--- src/rtl/wb_pkg_ysyx_23060136.sv ---
// Shared types for the write-back retire queue: buffered entry layout and FSM states.
package wb_pkg_ysyx_23060136;

    localparam int unsigned WB_XLEN   = 32;
    localparam int unsigned WB_GPR_AW = 5;
    localparam int unsigned WB_CSR_AW = 3;

    typedef enum logic [0:0] {
        ST_RUN    = 1'b0,
        ST_HALTED = 1'b1
    } wb_state_e;

    // One retire slot; busW is already resolved at enqueue time.
    typedef struct packed {
        logic [WB_XLEN-1:0]   pc;
        logic [WB_XLEN-1:0]   inst;
        logic [WB_XLEN-1:0]   busw;
        logic [WB_XLEN-1:0]   csr_busw;
        logic [WB_GPR_AW-1:0] rd;
        logic [WB_CSR_AW-1:0] csr_rd;
        logic                 write_gpr;
        logic                 write_csr;
        logic                 system_halt;
    } wb_entry_t;

    function automatic logic [WB_XLEN-1:0] wb_sel_busw(
        input logic               mem_to_reg,
        input logic [WB_XLEN-1:0] rdata,
        input logic [WB_XLEN-1:0] aluout
    );
        return mem_to_reg ? rdata : aluout;
    endfunction

endpackage

--- src/rtl/wb_buf_ysyx_23060136.sv ---
// Circular entry store for the retire queue; exposes all slots in age order (index 0 = head).
module wb_buf_ysyx_23060136
    import wb_pkg_ysyx_23060136::*;
#(
    parameter int unsigned DEPTH = 4
) (
    input  logic                       clk,
    input  logic                       rst,
    input  logic                       push,
    input  logic                       pop,
    input  wb_entry_t                  push_entry,
    output wb_entry_t                  age_entry [DEPTH],
    output logic [DEPTH-1:0]           age_valid,
    output logic [$clog2(DEPTH):0]     count
);

    localparam int unsigned PW = $clog2(DEPTH);
    localparam int unsigned CW = PW + 1;

    wb_entry_t         slot_q [DEPTH];
    logic [PW-1:0]     head_q, head_d;
    logic [PW-1:0]     tail_q, tail_d;
    logic [CW-1:0]     count_q, count_d;

    // Power-of-two depth lets the pointers wrap by plain overflow.
    always_comb begin
        head_d  = head_q;
        tail_d  = tail_q;
        count_d = count_q + CW'(push) - CW'(pop);
        if (push) tail_d = tail_q + PW'(1);
        if (pop)  head_d = head_q + PW'(1);
    end

    always_ff @(posedge clk) begin
        if (rst) begin
            head_q  <= '0;
            tail_q  <= '0;
            count_q <= '0;
        end else begin
            head_q  <= head_d;
            tail_q  <= tail_d;
            count_q <= count_d;
        end
    end

    always_ff @(posedge clk) begin
        if (push) slot_q[tail_q] <= push_entry;
    end

    always_comb begin
        for (int i = 0; i < int'(DEPTH); i++) begin
            age_entry[i] = slot_q[head_q + PW'(i)];
            age_valid[i] = CW'(i) < count_q;
        end
    end

    assign count = count_q;

endmodule

--- src/rtl/wb_retire_queue_ysyx_23060136.sv ---
// Write-back retire queue: buffers completed instructions, retires them in order into the
// register files, forwards pending results and stops retiring after a halt instruction.
module wb_retire_queue_ysyx_23060136
    import wb_pkg_ysyx_23060136::*;
#(
    parameter int unsigned XLEN   = WB_XLEN,
    parameter int unsigned DEPTH  = 4,
    parameter int unsigned GPR_AW = WB_GPR_AW,
    parameter int unsigned CSR_AW = WB_CSR_AW
) (
    input  logic                      clk,
    input  logic                      rst,
    input  logic                      WB_i_valid,
    output logic                      WB_o_ready,
    input  logic [XLEN-1:0]           WB_i_pc,
    input  logic [XLEN-1:0]           WB_i_inst,
    input  logic [XLEN-1:0]           WB_i_ALU_ALUout,
    input  logic [XLEN-1:0]           WB_i_ALU_CSR_out,
    input  logic [XLEN-1:0]           WB_i_rdata,
    input  logic [GPR_AW-1:0]         WB_i_rd,
    input  logic [CSR_AW-1:0]         WB_i_csr_rd,
    input  logic                      WB_i_write_gpr,
    input  logic                      WB_i_write_csr,
    input  logic                      WB_i_mem_to_reg,
    input  logic                      WB_i_system_halt,
    input  logic                      WB_i_rf_ready,
    output logic [XLEN-1:0]           WB_o_rf_busW,
    output logic [GPR_AW-1:0]         WB_o_rd,
    output logic                      WB_o_RegWr,
    output logic [XLEN-1:0]           WB_o_csr_busW,
    output logic [CSR_AW-1:0]         WB_o_csr_rd,
    output logic                      WB_o_CSRWr,
    output logic                      WB_o_commit,
    output logic [XLEN-1:0]           WB_o_pc,
    output logic [XLEN-1:0]           WB_o_inst,
    output logic                      WB_o_system_halt,
    input  logic [GPR_AW-1:0]         WB_i_rs1_addr,
    input  logic [GPR_AW-1:0]         WB_i_rs2_addr,
    input  logic [CSR_AW-1:0]         WB_i_csr_rs_addr,
    output logic                      WB_o_rs1_hit,
    output logic                      WB_o_rs2_hit,
    output logic                      WB_o_csr_hit,
    output logic [XLEN-1:0]           WB_o_rs1_data,
    output logic [XLEN-1:0]           WB_o_rs2_data,
    output logic [XLEN-1:0]           WB_o_csr_rs_data,
    output logic [$clog2(DEPTH):0]    WB_o_count
);

    localparam int unsigned CW = $clog2(DEPTH) + 1;

    wb_state_e         state_q, state_d;
    logic              out_en_q, out_en_d;
    logic              live, run, ready, accept, retire;
    wb_entry_t         in_entry, head;
    wb_entry_t         age_entry [DEPTH];
    logic [DEPTH-1:0]  age_valid;
    logic [CW-1:0]     count;

    always_comb begin
        in_entry             = '0;
        in_entry.pc          = WB_i_pc;
        in_entry.inst        = WB_i_inst;
        in_entry.busw        = wb_sel_busw(WB_i_mem_to_reg, WB_i_rdata, WB_i_ALU_ALUout);
        in_entry.csr_busw    = WB_i_ALU_CSR_out;
        in_entry.rd          = WB_i_rd;
        in_entry.csr_rd      = WB_i_csr_rd;
        in_entry.write_gpr   = WB_i_write_gpr;
        in_entry.write_csr   = WB_i_write_csr;
        in_entry.system_halt = WB_i_system_halt;
    end

    wb_buf_ysyx_23060136 #(
        .DEPTH (DEPTH)
    ) u_buf (
        .clk        (clk),
        .rst        (rst),
        .push       (accept),
        .pop        (retire),
        .push_entry (in_entry),
        .age_entry  (age_entry),
        .age_valid  (age_valid),
        .count      (count)
    );

    assign head = age_entry[0];

    // out_en_q stays low for the cycle after reset so every output is quiet there too.
    always_comb begin
        state_d  = state_q;
        out_en_d = 1'b1;
        live     = out_en_q && !rst;
        run      = live && (state_q == ST_RUN);
        ready    = run && (count < CW'(DEPTH));
        accept   = WB_i_valid && ready;
        retire   = run && (count != '0) && WB_i_rf_ready;
        if (retire && head.system_halt) state_d = ST_HALTED;

        WB_o_ready       = ready;
        WB_o_commit      = retire;
        WB_o_pc          = retire ? head.pc       : '0;
        WB_o_inst        = retire ? head.inst     : '0;
        WB_o_rf_busW     = retire ? head.busw     : '0;
        WB_o_rd          = retire ? head.rd       : '0;
        WB_o_RegWr       = retire && head.write_gpr && (head.rd != '0);
        WB_o_csr_busW    = retire ? head.csr_busw : '0;
        WB_o_csr_rd      = retire ? head.csr_rd   : '0;
        WB_o_CSRWr       = retire && head.write_csr;
        WB_o_system_halt = live && ((state_q == ST_HALTED) || (retire && head.system_halt));
        WB_o_count       = live ? count : '0;
    end

    always_ff @(posedge clk) begin
        if (rst) begin
            state_q  <= ST_RUN;
            out_en_q <= 1'b0;
        end else begin
            state_q  <= state_d;
            out_en_q <= out_en_d;
        end
    end

    // Scan oldest to youngest so the youngest match overwrites older ones.
    always_comb begin
        WB_o_rs1_hit     = 1'b0;
        WB_o_rs2_hit     = 1'b0;
        WB_o_csr_hit     = 1'b0;
        WB_o_rs1_data    = '0;
        WB_o_rs2_data    = '0;
        WB_o_csr_rs_data = '0;
        if (live) begin
            for (int i = 0; i < int'(DEPTH); i++) begin
                if (age_valid[i] && age_entry[i].write_gpr && (WB_i_rs1_addr != '0)
                    && (age_entry[i].rd == WB_i_rs1_addr)) begin
                    WB_o_rs1_hit  = 1'b1;
                    WB_o_rs1_data = age_entry[i].busw;
                end
                if (age_valid[i] && age_entry[i].write_gpr && (WB_i_rs2_addr != '0)
                    && (age_entry[i].rd == WB_i_rs2_addr)) begin
                    WB_o_rs2_hit  = 1'b1;
                    WB_o_rs2_data = age_entry[i].busw;
                end
                if (age_valid[i] && age_entry[i].write_csr
                    && (age_entry[i].csr_rd == WB_i_csr_rs_addr)) begin
                    WB_o_csr_hit     = 1'b1;
                    WB_o_csr_rs_data = age_entry[i].csr_busw;
                end
            end
        end
    end

endmodule

--- config.mk ---
export PLATFORM = sky130hd
export DESIGN_NAME = wb_retire_queue_ysyx_23060136
export DESIGN_NICKNAME = d
export VERILOG_FILES = /design/src/rtl/wb_pkg_ysyx_23060136.sv /design/src/rtl/wb_buf_ysyx_23060136.sv /design/src/rtl/wb_retire_queue_ysyx_23060136.sv
export SDC_FILE = /design/constraint.sdc
export NUM_CORES = 1
export LEC_CHECK = 0
export BUFFER_PORTS_ARGS = -buffer_cell sky130_fd_sc_hd__buf_4
export CAP_MARGIN = 5
export CORE_AREA = 4 4 262 264
export CTS_CLUSTER_DIAMETER = 40
export CTS_CLUSTER_SIZE = 16
export DETAILED_ROUTE_END_ITERATION = 7
export DIE_AREA = 0 0 266 268
export PLACE_DENSITY = 0.67
export SYNTH_ARGS = -nofsm -noshare
export SYNTH_HDL_FRONTEND = slang
export SYNTH_SLANG_ARGS = --single-unit
--- constraint.sdc ---
create_clock -name clk -period 12.8 [get_ports clk]
set_clock_uncertainty 0.2 [all_clocks]
set_input_delay 0.64 -clock clk [delete_from_list [all_inputs] [get_ports clk]]
set_output_delay 0.64 -clock clk [all_outputs]
set_load 0.005 [all_outputs]
After elaboration in Yosys (flattened, before gate mapping)
Memories as Yosys holds them, arrays and structs flattened. A register that Yosys moved wholly into a read port is not among the register bits.
Index checks and enable logic that the tools add are counted.
- memories kept: 1
- output and inout port bits: 243
- RAM bits: 556
- register bits after elaboration: 9
- reductions and logical operators: 45
- equal/unequal tests: 12
- bitwise operators: 1
- muxes and demuxes: 43
- $add $sub $neg: 6
- magnitude comparators: 5
- memory list (memory ; depth ; width ; rd ports ; clocked after memory_dff ; wr ports ; RTL line ; source):
    u_buf.slot_q ; 4 ; 139 ; 4 ; 1 ; 1 ; wb_buf_ysyx_23060136.sv:20 ; wb_entry_t slot_q [DEPTH];
- operators with widths (kind ; count):
    32-bit 2-to-1 mux ; 20
    5-bit equality test ; 8
    1-bit logical AND ; 39
    1-bit 2-to-1 mux ; 18
    5-bit nonzero test ; 3
    3-bit equality test ; 4
    1-bit by 3-bit less-than comparator with 1-bit output (first input constant) ; 2
    2-bit by 3-bit less-than comparator with 1-bit output (first input constant) ; 2
    3-bit 2-to-1 mux ; 2
    5-bit 2-to-1 mux ; 1
    2-bit by 1-bit adder with 2-bit output (second input constant) ; 2
    2-bit adder (second input constant) ; 2
    2-bit 2-to-1 mux ; 2
    3-bit by 1-bit adder with 3-bit output ; 1
    3-bit less-than comparator (second input constant) ; 1
    3-bit nonzero test ; 1
    3-bit by 1-bit subtractor with 3-bit output ; 1
    1-bit zero test ; 1
    1-bit logical OR ; 1
    1-bit inverter ; 1

Depth between registers and ports, before layout
- depth after elaboration: 9
- mapped depth: 13
- mapped depth without buffers: 9

Modules after synthesis
A second synthesis with hierarchy kept.
- cell total of the unflattened synthesis: 2102
- area, all modules: 36293.6 um^2
- by module, submodules not included (module ; area an instance (um^2) ; times used ; cells each ; sequential area each (um^2)):
    wb_buf_ysyx_23060136 ; 31021.0 ; 1 ; 1285 ; 16876.2
    wb_retire_queue_ysyx_23060136 ; 5272.6 ; 1 ; 817 ; 40.0

Worst setup path before layout
Ideal clock, no wire load.
- kind: input -> register
- start: in rst
- end: mem u_buf.slot_q[0][0] in the netlist's numbering, enable pin
- path buffers: 1
- setup slack: 7.489 ns
- data arrival time: 4.595 ns
- stages on the path: 5
- required time: 12.084 ns
- path through: inv_1 > nand2_1 > clkbuf_1 > nor3_1 > and3_1
- longest elaborated chain between the ends: 7
- ends and longest elaborated chain (what ; RTL line ; source):
    start: declaration ; wb_retire_queue_ysyx_23060136.sv:12 ; input logic rst,
    1-bit zero test ; wb_retire_queue_ysyx_23060136.sv:91 ; live = out_en_q && !rst;
    1-bit logical AND ; wb_retire_queue_ysyx_23060136.sv:91 ;
    1-bit logical AND ; wb_retire_queue_ysyx_23060136.sv:92 ; run = live && (state_q == ST_RUN);
    1-bit logical AND ; wb_retire_queue_ysyx_23060136.sv:93 ; ready = run && (count < CW'(DEPTH));
    via WB_o_ready ; wb_retire_queue_ysyx_23060136.sv:14 ; output logic WB_o_ready,
    1-bit logical AND ; wb_retire_queue_ysyx_23060136.sv:94 ; accept = WB_i_valid && ready;
    1-bit 2-to-1 mux ; wb_buf_ysyx_23060136.sv:47 ; if (push) slot_q[tail_q] <= push_entry;
    1-bit 2-to-1 mux (not written as such) ; wb_buf_ysyx_23060136.sv:47 ;
    end: declaration ; wb_buf_ysyx_23060136.sv:20 ;
The timed path passes the listed nets, and every way through them passes these cells.

Worst setup path in the final report
- start: reg u_buf.head_q[0]
- end: out WB_o_rs1_data[30]
- longest elaborated chain between the ends: 9
- elaborated cells on any way between the ends: 20
- ends and longest elaborated chain (what ; RTL line ; source):
    start: declaration ; wb_buf_ysyx_23060136.sv:21 ; logic [PW-1:0] head_q, head_d;
    start signal: assignment ; wb_buf_ysyx_23060136.sv:36 ; head_q <= '0;
    start signal: assignment ; wb_buf_ysyx_23060136.sv:40 ; head_q <= head_d;
    2-bit by 1-bit adder with 2-bit output ; wb_buf_ysyx_23060136.sv:52 ; age_entry[i] = slot_q[head_q + PW'(i)];
    memory 4 x 139 bit * ; -- ;
    branches (longest 5 deep; another with 32-bit 2-to-1 mux) ; -- ;
    32-bit 2-to-1 mux * ; wb_retire_queue_ysyx_23060136.sv:132 ; if (age_valid[i] && age_entry[i].write_gpr && (WB_i_rs1_addr != '0)
    32-bit 2-to-1 mux * ; wb_retire_queue_ysyx_23060136.sv:130 ; if (live) begin
    end: declaration ; wb_retire_queue_ysyx_23060136.sv:43 ; output logic [XLEN-1:0] WB_o_rs1_data,
Every way passes the cells marked *.

==> impl_metrics.toml <==
[setup_path]
cpPeakStageDelay_ps = 740
crit_chain = "buf_4 -> mux4_2 -> xnor2_1 -> o211ai_1 -> nor2_4 -> buf_4 -> o21ai_2 -> buf_4 -> o22a_1 -> a21oi_1 -> buf_4"
crit_top_cell = "buf_4"
critPathMaxFanout = 67
worstSetupEndpointType = "primary output"
critPathArrivalTime_ps = 4840
crit_path_start_kind = "flop"
crit_family = "buffers and inverters"
crit_slowest_cell = "buf_4"
path_buf_inv = 4
crit_type = "flop to primary output"
crit_required_ps = 11960

[timing]
drv_slew = 0
fin_crit_sh = 0.4435
min_period_ps = 5676
report.final.setup_viol = 0
max_freq_mhz = 176.2
rsz0062_at_grt = "no"
fin_tns_setup_ps = 0
finalHoldViolations = 0
maxSlewHeadroom = 0.2124
hold-worst-slack_ps = 36.53
fin_ws_ps = 7124
tightest_slew_ps = 1181

[synthesis]
synth_edf_count = 556
synthXorXnorAreaFrac = 0.01494
synth-main-ff-cell = "edfxtp_1"
synthArstFlopShare = 0
synth_compound_area_frac = 0.06971
ys_types = 61
syn_area_um2 = 31660
synth.mux.area_fraction = 0.2752
synth_cells = 2080
syn_area_per_cell_um2 = 15.22
syn-num-nets = 2278
synth-adder-area-share = 0.003794
yosys.area_share.simple = 0.06824
ys_warn_count = 0
ys_seq_elements = 567
synth_top_family_by_area = "multiplexers"
yosysSeqAreaShare = 0.5343

[power_and_ir_drop]
combPwrFrac = 0.093
p_leak_nw = 12.98
clkPwrFrac = 0.478
pwr-share-seq = 0.429
power.switching_w = 0.001128
swShare = 0.2297
internal_power_w = 0.003783
pwr_density_cell_nw_per_um2 = 125.3
vdd_drop_max_mv = 0.1236

[drt]
drtIter0Drc = 1316
first_pass_iters = 5
via_count = 21030
drc = 0
wl_per_cell_um = 24.63
vias_per_cell = 6.026
wl_mm = 85.98
ant_nets = 0

[die]
num_rows = 95
die_h_um = 268
core_area_um2 = 66560
ios = 432
start_util = 0.4757
die_area_um2 = 71290
die_w_um = 266

[grt]
grtUsageTotal = 0.2352
grt_pass1_wl_mm = 129.7
grt_pass1_vias = 21970
use_met2 = 0.4033
use_met1 = 0.2919
grt_max_degree = 156
busiest_layer = "met2"
overflow = 0
antenna_found_initial = 9
gr-usage-met3 = 0.05585

[placement]
routabilityCongestion = 0.8475
pre_cts_slack_ps = 7726
io_buffers = 431
post-dp-hpwl_mm = 52.52

[clock_tree]
post-cts-setup-buffers = 0
cts_hold_buf = 93
root_buffer = "clkbuf_16"
clkSlewWorstSetupHoldPaths_ps = 60
insertion_delay_ps = 610
cts_max_level = 3
cts_tree = "yes"
postCtsResizedCells = 0
cts_max_path_buffers = 3
cts.sinks = 567
cts_inserted_buffers = 85

[layout]
final_common_cell = "edfxtp_1"
areaGrowthSynthToFinish_pct = 23.76
final_cell_mix = "edfxtp_1, buf_4, mux4_2, nand2_1, and2_1"
utilization = 0.5887
fin_nets = 2735
drive_gt1_frac = 0.3952

[run]
max_cap_violations = 0

[worst_hold_path]
hp-class = "primary input to flop"

[run_status]
status = "complete, no violations"
==> power groups by stage <==
stage	Combinational (W)	Sequential (W)	Clock [W]
2_1_floorplan	0.000281	0.00213	0
3_3_place_gp	0.000425	0.00214	0
3_5_place_dp	0.000435	0.00214	0
4_1_cts	0.000461	0.00211	0.00239
5_1_grt	0.000495	0.00211	0.00249
6_report	0.000457	0.00211	0.00235
==> flip-flops by register name, indices dropped and copies added, names as in the netlist, named ones only <==
name and cells:
u_buf.head_q 2, u_buf.count 3, u_buf.tail_q 2, out_en_q 1
state_q 1, u_buf.slot_q 556
==> cell usage after synthesis (3+ instances only) <==
library cell,n,area [um^2]
edfxtp_1,556,16700
mux2_2,68,765.7
nor2b_1,6,37.54
nand2_1,157,589.3
o221ai_2,5,75.07
a31oi_1,3,18.77
o22a_1,25,219.0
buf_4,15,112.6
and2_1,142,888.4
mux2_1,21,236.5
o32ai_2,29,471.7
xnor2_1,35,306.5
buf_2,58,290.3
nand4_1,11,68.82
mux2i_1,136,1361
o211a_1,6,60.06
a21oi_1,75,375.4
o32ai_1,3,26.28
o21ai_0,139,695.7
buf_1,11,41.29
a21oi_2,19,166.4
nor3_1,4,20.02
nor4_1,3,18.77
and3_1,4,25.02
nor2_1,79,296.5
nand2b_1,6,37.54
dfxtp_1,11,220.2
buf_12,3,60.06
mux4_2,282,6351
buf_6,18,202.7
clkbuf_1,79,296.5
ha_1,8,100.1
inv_1,14,52.55
xor2_1,19,166.4
==> final timing paths <==
kind	start	to	slack, ps	depth (start not counted)
worst max-delay path	u_buf.head_q[0]$_SDFFE_PP0P_	WB_o_rs1_data[30]	7120	11
worst min-delay path	WB_i_ALU_CSR_out[16]	u_buf.slot_q[1][27]$_DFFE_PP_	40	1
worst max register to register	out_en_q$_DFF_P_	u_buf.slot_q[2][48]$_DFFE_PP_	9280	4
worst min register to register	u_buf.tail_q[1]$_SDFFE_PP0P_	u_buf.tail_q[1]$_SDFFE_PP0P_	360	2
==> layer usage <==
metal / up-vias / wire, um / share of wire
met5: - / 34 / 0.00040
met4: 4 / 2844 / 0.033
met3: 153 / 6748 / 0.078
met2: 810 / 43640 / 0.51
met1: 10820 / 32710 / 0.38
li1: 9243 / - / -
==> cells by family (layout without fill, tap and decap cells) <==
| kind of cell | Yosys count | after routing |
|---|---|---|
| compound gates | 314 | 314 |
| xor+xnor | 54 | 54 |
| fa+ha+maj | 9 | 9 |
| buf+inv | 199 | 728 |
| flops | 567 | 567 |
| mux | 507 | 507 |
| other cells | 0 | 8 |
| simple gates | 430 | 430 |
==> through the flow <==
step | total power [W] | std cells | instance area, um^2
after floorplan | 0.002415 | 2080 | 31660
after global placement | 0.002564 | 3230 | 35290
after detailed placement | 0.002577 | 3230 | 35290
after CTS | 0.004959 | 3482 | 39170
after global routing | 0.005088 | 3487 | 39180
final | 0.004911 | 3490 | 39190
==> layout make-up <==
type                            count  area, um^2
Antenna cell                        8       20.02
Clock buffer                       93        2208
Clock inverter                     66       738.2
Fill cell                        5095       27380
Inverter                           14       52.55
Multi-Input combinational cell   1314       13720
Sequential cell                   567       16930
Tap cell                          873        1092
Timing Repair Buffer              555        4424
Power figures use the tool's default switching activity.
